==> src/rtl/r_ptr_empty_if.sv <==
// r_ptr_empty_if -- read-side handshake bundle of an async FIFO.
//   slave  : the read-pointer/empty block (r_ptr_empty)
//   master : the read-side user (requests reads, supplies the synced write pointer)
// Signals:
//   r_en_i         read request
//   r_clr_i        clear sticky underflow
//   rw_ptr_i       Gray write pointer, already synchronized into the read domain
//   r_addr_o       binary RAM read address
//   r_ptr_o        registered Gray read pointer
//   r_empty_o      registered empty flag
//   r_valid_o      one-cycle RAM-data-valid pulse
//   r_underflow_o  sticky read-while-empty flag
//   r_level_o, r_almost_empty_o  only when FIFO_RD_LEVEL_EN is defined
interface r_ptr_empty_if #(
  parameter int ADDR_SIZE = 8
);
  logic                 r_en_i;
  logic                 r_clr_i;
  logic [ADDR_SIZE:0]   rw_ptr_i;
  logic [ADDR_SIZE-1:0] r_addr_o;
  logic [ADDR_SIZE:0]   r_ptr_o;
  logic                 r_empty_o;
  logic                 r_valid_o;
  logic                 r_underflow_o;
`ifdef FIFO_RD_LEVEL_EN
  logic [ADDR_SIZE:0]   r_level_o;
  logic                 r_almost_empty_o;
`endif

  modport slave (
    input  r_en_i, r_clr_i, rw_ptr_i,
    output r_addr_o, r_ptr_o, r_empty_o, r_valid_o, r_underflow_o
`ifdef FIFO_RD_LEVEL_EN
    , output r_level_o, r_almost_empty_o
`endif
  );

  modport master (
    output r_en_i, r_clr_i, rw_ptr_i,
    input  r_addr_o, r_ptr_o, r_empty_o, r_valid_o, r_underflow_o
`ifdef FIFO_RD_LEVEL_EN
    , input r_level_o, r_almost_empty_o
`endif
  );
endinterface

==> src/rtl/r_ptr_empty.sv <==
// r_ptr_empty -- read pointer and empty-flag generation for an async FIFO.
// Ports:
//   r_clk_i  read-domain clock
//   r_rst_i  asynchronous active-low reset (deassertion synchronized externally)
//   bus      r_ptr_empty_if.slave (see interface file for signal list)
// Optional feature macro: FIFO_RD_LEVEL_EN adds r_level_o / r_almost_empty_o.
// Parameters:
//   ADDR_SIZE  RAM address width; pointers are ADDR_SIZE+1 bits
//   AE_THRESH  almost-empty threshold in words (level feature only)
module r_ptr_empty #(
  parameter int ADDR_SIZE = 8,
  parameter int AE_THRESH = 4
) (
  input  logic          r_clk_i,
  input  logic          r_rst_i,
  r_ptr_empty_if.slave  bus
);

  logic [ADDR_SIZE:0] rbin;
  logic [ADDR_SIZE:0] rbin_next;
  logic [ADDR_SIZE:0] rgray_next;
  logic [ADDR_SIZE:0] rptr;
  logic               empty;
  logic               valid;
  logic               underflow;
  logic               accept;

  assign accept     = bus.r_en_i && !empty;
  assign rbin_next  = rbin + {{ADDR_SIZE{1'b0}}, accept};
  assign rgray_next = rbin_next ^ (rbin_next >> 1);

  always_ff @(posedge r_clk_i or negedge r_rst_i) begin
    if (!r_rst_i) begin
      rbin      <= '0;
      rptr      <= '0;
      empty     <= 1'b1;
      valid     <= 1'b0;
      underflow <= 1'b0;
    end else begin
      rbin  <= rbin_next;
      rptr  <= rgray_next;
      // Compare against the lagging synced write pointer: empty can only be
      // held high too long, never released early.
      empty <= (rgray_next == bus.rw_ptr_i);
      valid <= accept;
      // Set has priority over clear.
      if (bus.r_en_i && empty)
        underflow <= 1'b1;
      else if (bus.r_clr_i)
        underflow <= 1'b0;
    end
  end

  assign bus.r_addr_o      = rbin[ADDR_SIZE-1:0];
  assign bus.r_ptr_o       = rptr;
  assign bus.r_empty_o     = empty;
  assign bus.r_valid_o     = valid;
  assign bus.r_underflow_o = underflow;

`ifdef FIFO_RD_LEVEL_EN
  localparam logic [ADDR_SIZE:0] DEPTH = {1'b1, {ADDR_SIZE{1'b0}}};
  localparam logic [ADDR_SIZE:0] AE    = (ADDR_SIZE+1)'(AE_THRESH);

  logic [ADDR_SIZE:0] wbin;
  logic [ADDR_SIZE:0] level_raw;
  logic [ADDR_SIZE:0] level_next;
  logic [ADDR_SIZE:0] level;
  logic               almost_empty;

  // Gray to binary: bit i is the XOR of all Gray bits at or above i.
  always_comb begin
    wbin = '0;
    for (int i = 0; i <= ADDR_SIZE; i++)
      wbin[i] = ^(bus.rw_ptr_i >> i);
  end

  assign level_raw  = wbin - rbin_next;
  assign level_next = (level_raw > DEPTH) ? DEPTH : level_raw;

  always_ff @(posedge r_clk_i or negedge r_rst_i) begin
    if (!r_rst_i) begin
      level        <= '0;
      almost_empty <= 1'b1;
    end else begin
      level        <= level_next;
      almost_empty <= (level_next <= AE);
    end
  end

  assign bus.r_level_o        = level;
  assign bus.r_almost_empty_o = almost_empty;
`endif

endmodule

==> src/flat_wrapper.sv <==
// flat-port wrapper written by rule: the top's interface ports become plain ports
module r_ptr_empty_flat 
#(
  parameter int ADDR_SIZE = 8,
  parameter int AE_THRESH = 4
)
  (r_clk_i, r_rst_i, bus_r_en_i, bus_r_clr_i, bus_rw_ptr_i, bus_r_addr_o, bus_r_ptr_o, bus_r_empty_o, bus_r_valid_o, bus_r_underflow_o);
  r_ptr_empty_if #(.ADDR_SIZE(ADDR_SIZE)) bus_i ();
  input  logic r_clk_i;
  input  logic r_rst_i;
  input wire logic [$bits(bus_i.r_en_i)-1:0] bus_r_en_i;
  input wire logic [$bits(bus_i.r_clr_i)-1:0] bus_r_clr_i;
  input wire logic [$bits(bus_i.rw_ptr_i)-1:0] bus_rw_ptr_i;
  output wire logic [$bits(bus_i.r_addr_o)-1:0] bus_r_addr_o;
  output wire logic [$bits(bus_i.r_ptr_o)-1:0] bus_r_ptr_o;
  output wire logic [$bits(bus_i.r_empty_o)-1:0] bus_r_empty_o;
  output wire logic [$bits(bus_i.r_valid_o)-1:0] bus_r_valid_o;
  output wire logic [$bits(bus_i.r_underflow_o)-1:0] bus_r_underflow_o;
  assign bus_i.r_en_i = bus_r_en_i;
  assign bus_i.r_clr_i = bus_r_clr_i;
  assign bus_i.rw_ptr_i = bus_rw_ptr_i;
  assign bus_r_addr_o = bus_i.r_addr_o;
  assign bus_r_ptr_o = bus_i.r_ptr_o;
  assign bus_r_empty_o = bus_i.r_empty_o;
  assign bus_r_valid_o = bus_i.r_valid_o;
  assign bus_r_underflow_o = bus_i.r_underflow_o;
  r_ptr_empty #(.ADDR_SIZE(ADDR_SIZE), .AE_THRESH(AE_THRESH)) u_core (.r_clk_i(r_clk_i), .r_rst_i(r_rst_i), .bus(bus_i));
endmodule
==> config.mk <==
export PLATFORM = sky130hd
export DESIGN_NAME = r_ptr_empty_flat
export DESIGN_NICKNAME = d
export VERILOG_FILES = /design/src/rtl/r_ptr_empty_if.sv /design/src/rtl/r_ptr_empty.sv /design/src/flat_wrapper.sv
export SDC_FILE = /design/constraint.sdc
export NUM_CORES = 1
export LEC_CHECK = 0
export CAP_MARGIN = 20
export CORE_ASPECT_RATIO = 0.8
export CORE_MARGIN = 2
export CORE_UTILIZATION = 45
export DETAILED_ROUTE_END_ITERATION = 16
export GPL_TIMING_DRIVEN = 0
export HOLD_SLACK_MARGIN = 0.1
export PLACE_DENSITY = 0.85
export SLEW_MARGIN = 40
export SYNTH_ARGS = -nofsm -noshare
export SYNTH_HDL_FRONTEND = slang
export SYNTH_SLANG_ARGS = --single-unit
==> constraint.sdc <==
create_clock -name r_clk_i -period 2.65 [get_ports r_clk_i]
set_input_delay 0.265 -clock r_clk_i [delete_from_list [all_inputs] [get_ports r_clk_i]]
set_output_delay 0.265 -clock r_clk_i [all_outputs]
set_load 0.05 [all_outputs]
==> results.toml <==
[timing]
final.setup.tns_ns = 0
tightest_slew_ns = 0.511
finClkSkew_ns = 0.00246
post-route-worst-setup-slack_ns = 0.193
hold_viol = 0
setup_viol = 0
finalCritPeriodShare_pct = 92.7
max_clock_freq_mhz = 407
slew_headroom_pct = 65.8
rsz0062_at_grt = "false"
maxSlewViolCount = 0
layout_min_cycle_time_ns = 2.46

[layout]
utilization_pct = 66.7
fin_nets = 146
diodes = 0
drive_gt1_share_pct = 10.1
fill_cells = 170
area_growth_pct = 39.0
stdcell_count = 154
design_area_um2 = 1440

[synthesis]
syn-cell-area_um2 = 1040
synth_edf_count = 0
synth.ff_latch_count = 20
ys_types = 29
post-synth-top-area-fraction_pct = 45.9
ys.warnings.count = 0
syn_nets = 108
synth_area_per_cell_um2 = 11.3
postSynthCellCount = 92
synth_commonest_cells = "dfrtp_1 (19), xnor2_1 (19), xor2_1 (8)"
synth.area.top_cells = "dfrtp_1 (46%), xnor2_1 (16%), xor2_1 (6.8%)"
yosys.area.top_type = "dfrtp_1"
async_flop_share_pct = 100
synth_ff_type = "dfrtp_1"
seq_area_frac_synth_pct = 48.4

[run_status]
status = "complete, no violations"

[floorplan]
rows = 15
dieArea_um2 = 2700
core_area_um2 = 2160
initial_utilization_pct = 48.0
die_y_um = 46.9
die_w_um = 57.6
pin_count = 33

[routing]
drt_first_pass_iters = 4
drtAntennaViolNets = 0
vias = 774
wl_per_cell_um = 13.2
via_per_inst = 5.03
drtIter0Drc = 19
drcViolationCount = 0
wirelength_mm = 2.04

[placed_design]
placedInstanceArea_um2 = 1380
gp_congestion = 0.817
dpl.hpwl_mm = 1.57
dp_cells = 149
pre_cts_slack_ns = -0.190
io_buffers = 32

[worst_setup_path]
reg2regPathDepth = 10
cp-start-kind = "input pin"
crit_start = "bus_r_en_i"
worstSetupEndpointType = "flip-flop"
r2r_start = "u_core.bus.r_empty_o"
cp_max_fo = 8
timing_worst_setup_path_type = "input pin to flip-flop"
worstPathCellList = "clkdlybuf4s50_1 > nor2b_1 > ha_1 > ha_1 > buf_6 > a21boi_1 > a21oi_1 > o22a_1 > or3b_2 > nand4_1 > nor4_2"
cp.arrival_ns = 2.70
max_stage_delay_ns = 0.47
rr_endpoint = "u_core.bus.r_empty_o"
crit_top_cell = "ha_1"
r2r_slack_ns = 0.25
crit_slowest_cell = "clkdlybuf4s50_1"
cp.required_ns = 2.89

[cts]
cts_tree = "built"
insertion_delay_ns = 0.30
cts-root-buf = "clkbuf_4"
numCtsBuffers = 3
post-cts-setup-buffers = 0
htreeDepth = 1
numClockSinks = 20
clkSlewWorstSetupHoldPaths_ns = 0.11
clock_path_buffers = 2

[global_routing]
gr-total-overflow = 0
grt_max_degree = 21
antenna_found_initial = 0
grt_pass1_wl_mm = 3.18
grt_usage_pct = 16.5
grt_pass1_vias = 731

[min_path]
hp-class = "input pin to async pin"

[flow_run]
maxCapViolations = 0

[power]
power_leakage_nw = 0.608
power_density_nw_per_um2 = 1240
vdd_ir_drop_max_uv = 967
## per-stage QoR
| stage | hold WS [ns] | power, W |
|---|---|---|
| 5_1_grt | 0.427 | 0.00191 |
| 2_1_floorplan | -0.0306 | 0.00129 |
| 3_3_place_gp | 0.515 | 0.00159 |
| 3_5_place_dp | 0.236 | 0.00161 |
| 6_report | 0.416 | 0.00179 |
| 4_1_cts | 0.431 | 0.00179 |
## state kept, by name, indices dropped and copies added, names as in the netlist
signal,cells
u_core.bus.r_empty_o,1
u_core.bus.r_ptr_o,8
u_core.bus.r_underflow_o,1
u_core.bus.r_valid_o,1
u_core.rbin,9
## cell usage in the layout (no fill, tap or decap), drive strengths merged
| master | n |
|---|---|
| clkdlybuf4s50 | 31 |
| xnor2 | 19 |
| dfrtp | 19 |
| xor2 | 9 |
| nand2 | 5 |
| nand3 | 5 |
| a21oi | 5 |
| clkbuf | 5 |
| inv | 4 |
| ha | 3 |
| buf | 3 |
| nand4 | 2 |
| nor2 | 2 |
| o21ai | 2 |
| and4 | 2 |
| and3b | 1 |
| a21boi | 1 |
| o22a | 1 |
| or3b | 1 |
| or3 | 1 |
| o22ai | 1 |
| a21o | 1 |
| and2 | 1 |
| mux2i | 1 |
| nor4 | 1 |
| nor2b | 1 |
| dlygate4sd3 | 1 |
| dfstp | 1 |
## layer usage
metal  share of wire [%]  track usage, %
met4                 3.2            10.7
met3                 7.0            3.58
met2                  47            28.0
met1                  43            19.5
met5                   0               0
## report_power, final
part	switching [W]	internal (W)
clock	0.0000931	0.0000840
combinational	0.000680	0.000425
sequential	0.0000953	0.000415
total	0.000869	0.000924
## kinds of logic (layout without fill, tap and decap cells)
logic type,count (synthesis),in the layout,synth area share [%]
muxes,1,1,0.966
DFF,20,20,48.4
xor gates and xnor gates,28,28,24.4
adders and majority gates,3,3,3.62
buffers and inverters,7,44,3.38
and+or+nand+nor,22,22,12.9
AOI/OAI and AO/OA,11,11,6.28
## worst max-delay path, delay by kind of cell
kind            cells  cell delay, ns
compound gates      3            0.61
simple gates        4            0.83
fa+ha+maj           2            0.37
buf+inv             2            0.62
## cell type report
class                           instances  area, um^2  share of cell area [%]
Buffer                                  3        20.0                    1.39
Clock buffer                            4        36.3                    2.52
Inverter                                4        15.0                    1.04
Multi-Input combinational cell         65         510                    35.4
Sequential cell                        20         502                    34.8
Tap cell                               25        31.3                    2.17
Timing Repair Buffer                   33         325                    22.6
## worst max path at each step
stage	endpoint	slack, ns	depth (start not counted)
floorplan	u_core.bus.r_empty_o	0.06	10
global placement	u_core.bus.r_empty_o	-0.15	11
detailed placement	u_core.bus.r_empty_o	-0.19	11
CTS	u_core.bus.r_empty_o	0.1	11
global route	u_core.bus.r_empty_o	0.06	11
finish	u_core.bus.r_empty_o	0.19	11
## timing repair
action / CTS / global route
hold endpoints to repair: 19 / 0
endpoints found under the setup margin: 0 / 1
hold buffers: 1 / 0
resized for setup: 0 / 2
Note: power is estimated with default switching activity, not from simulation.
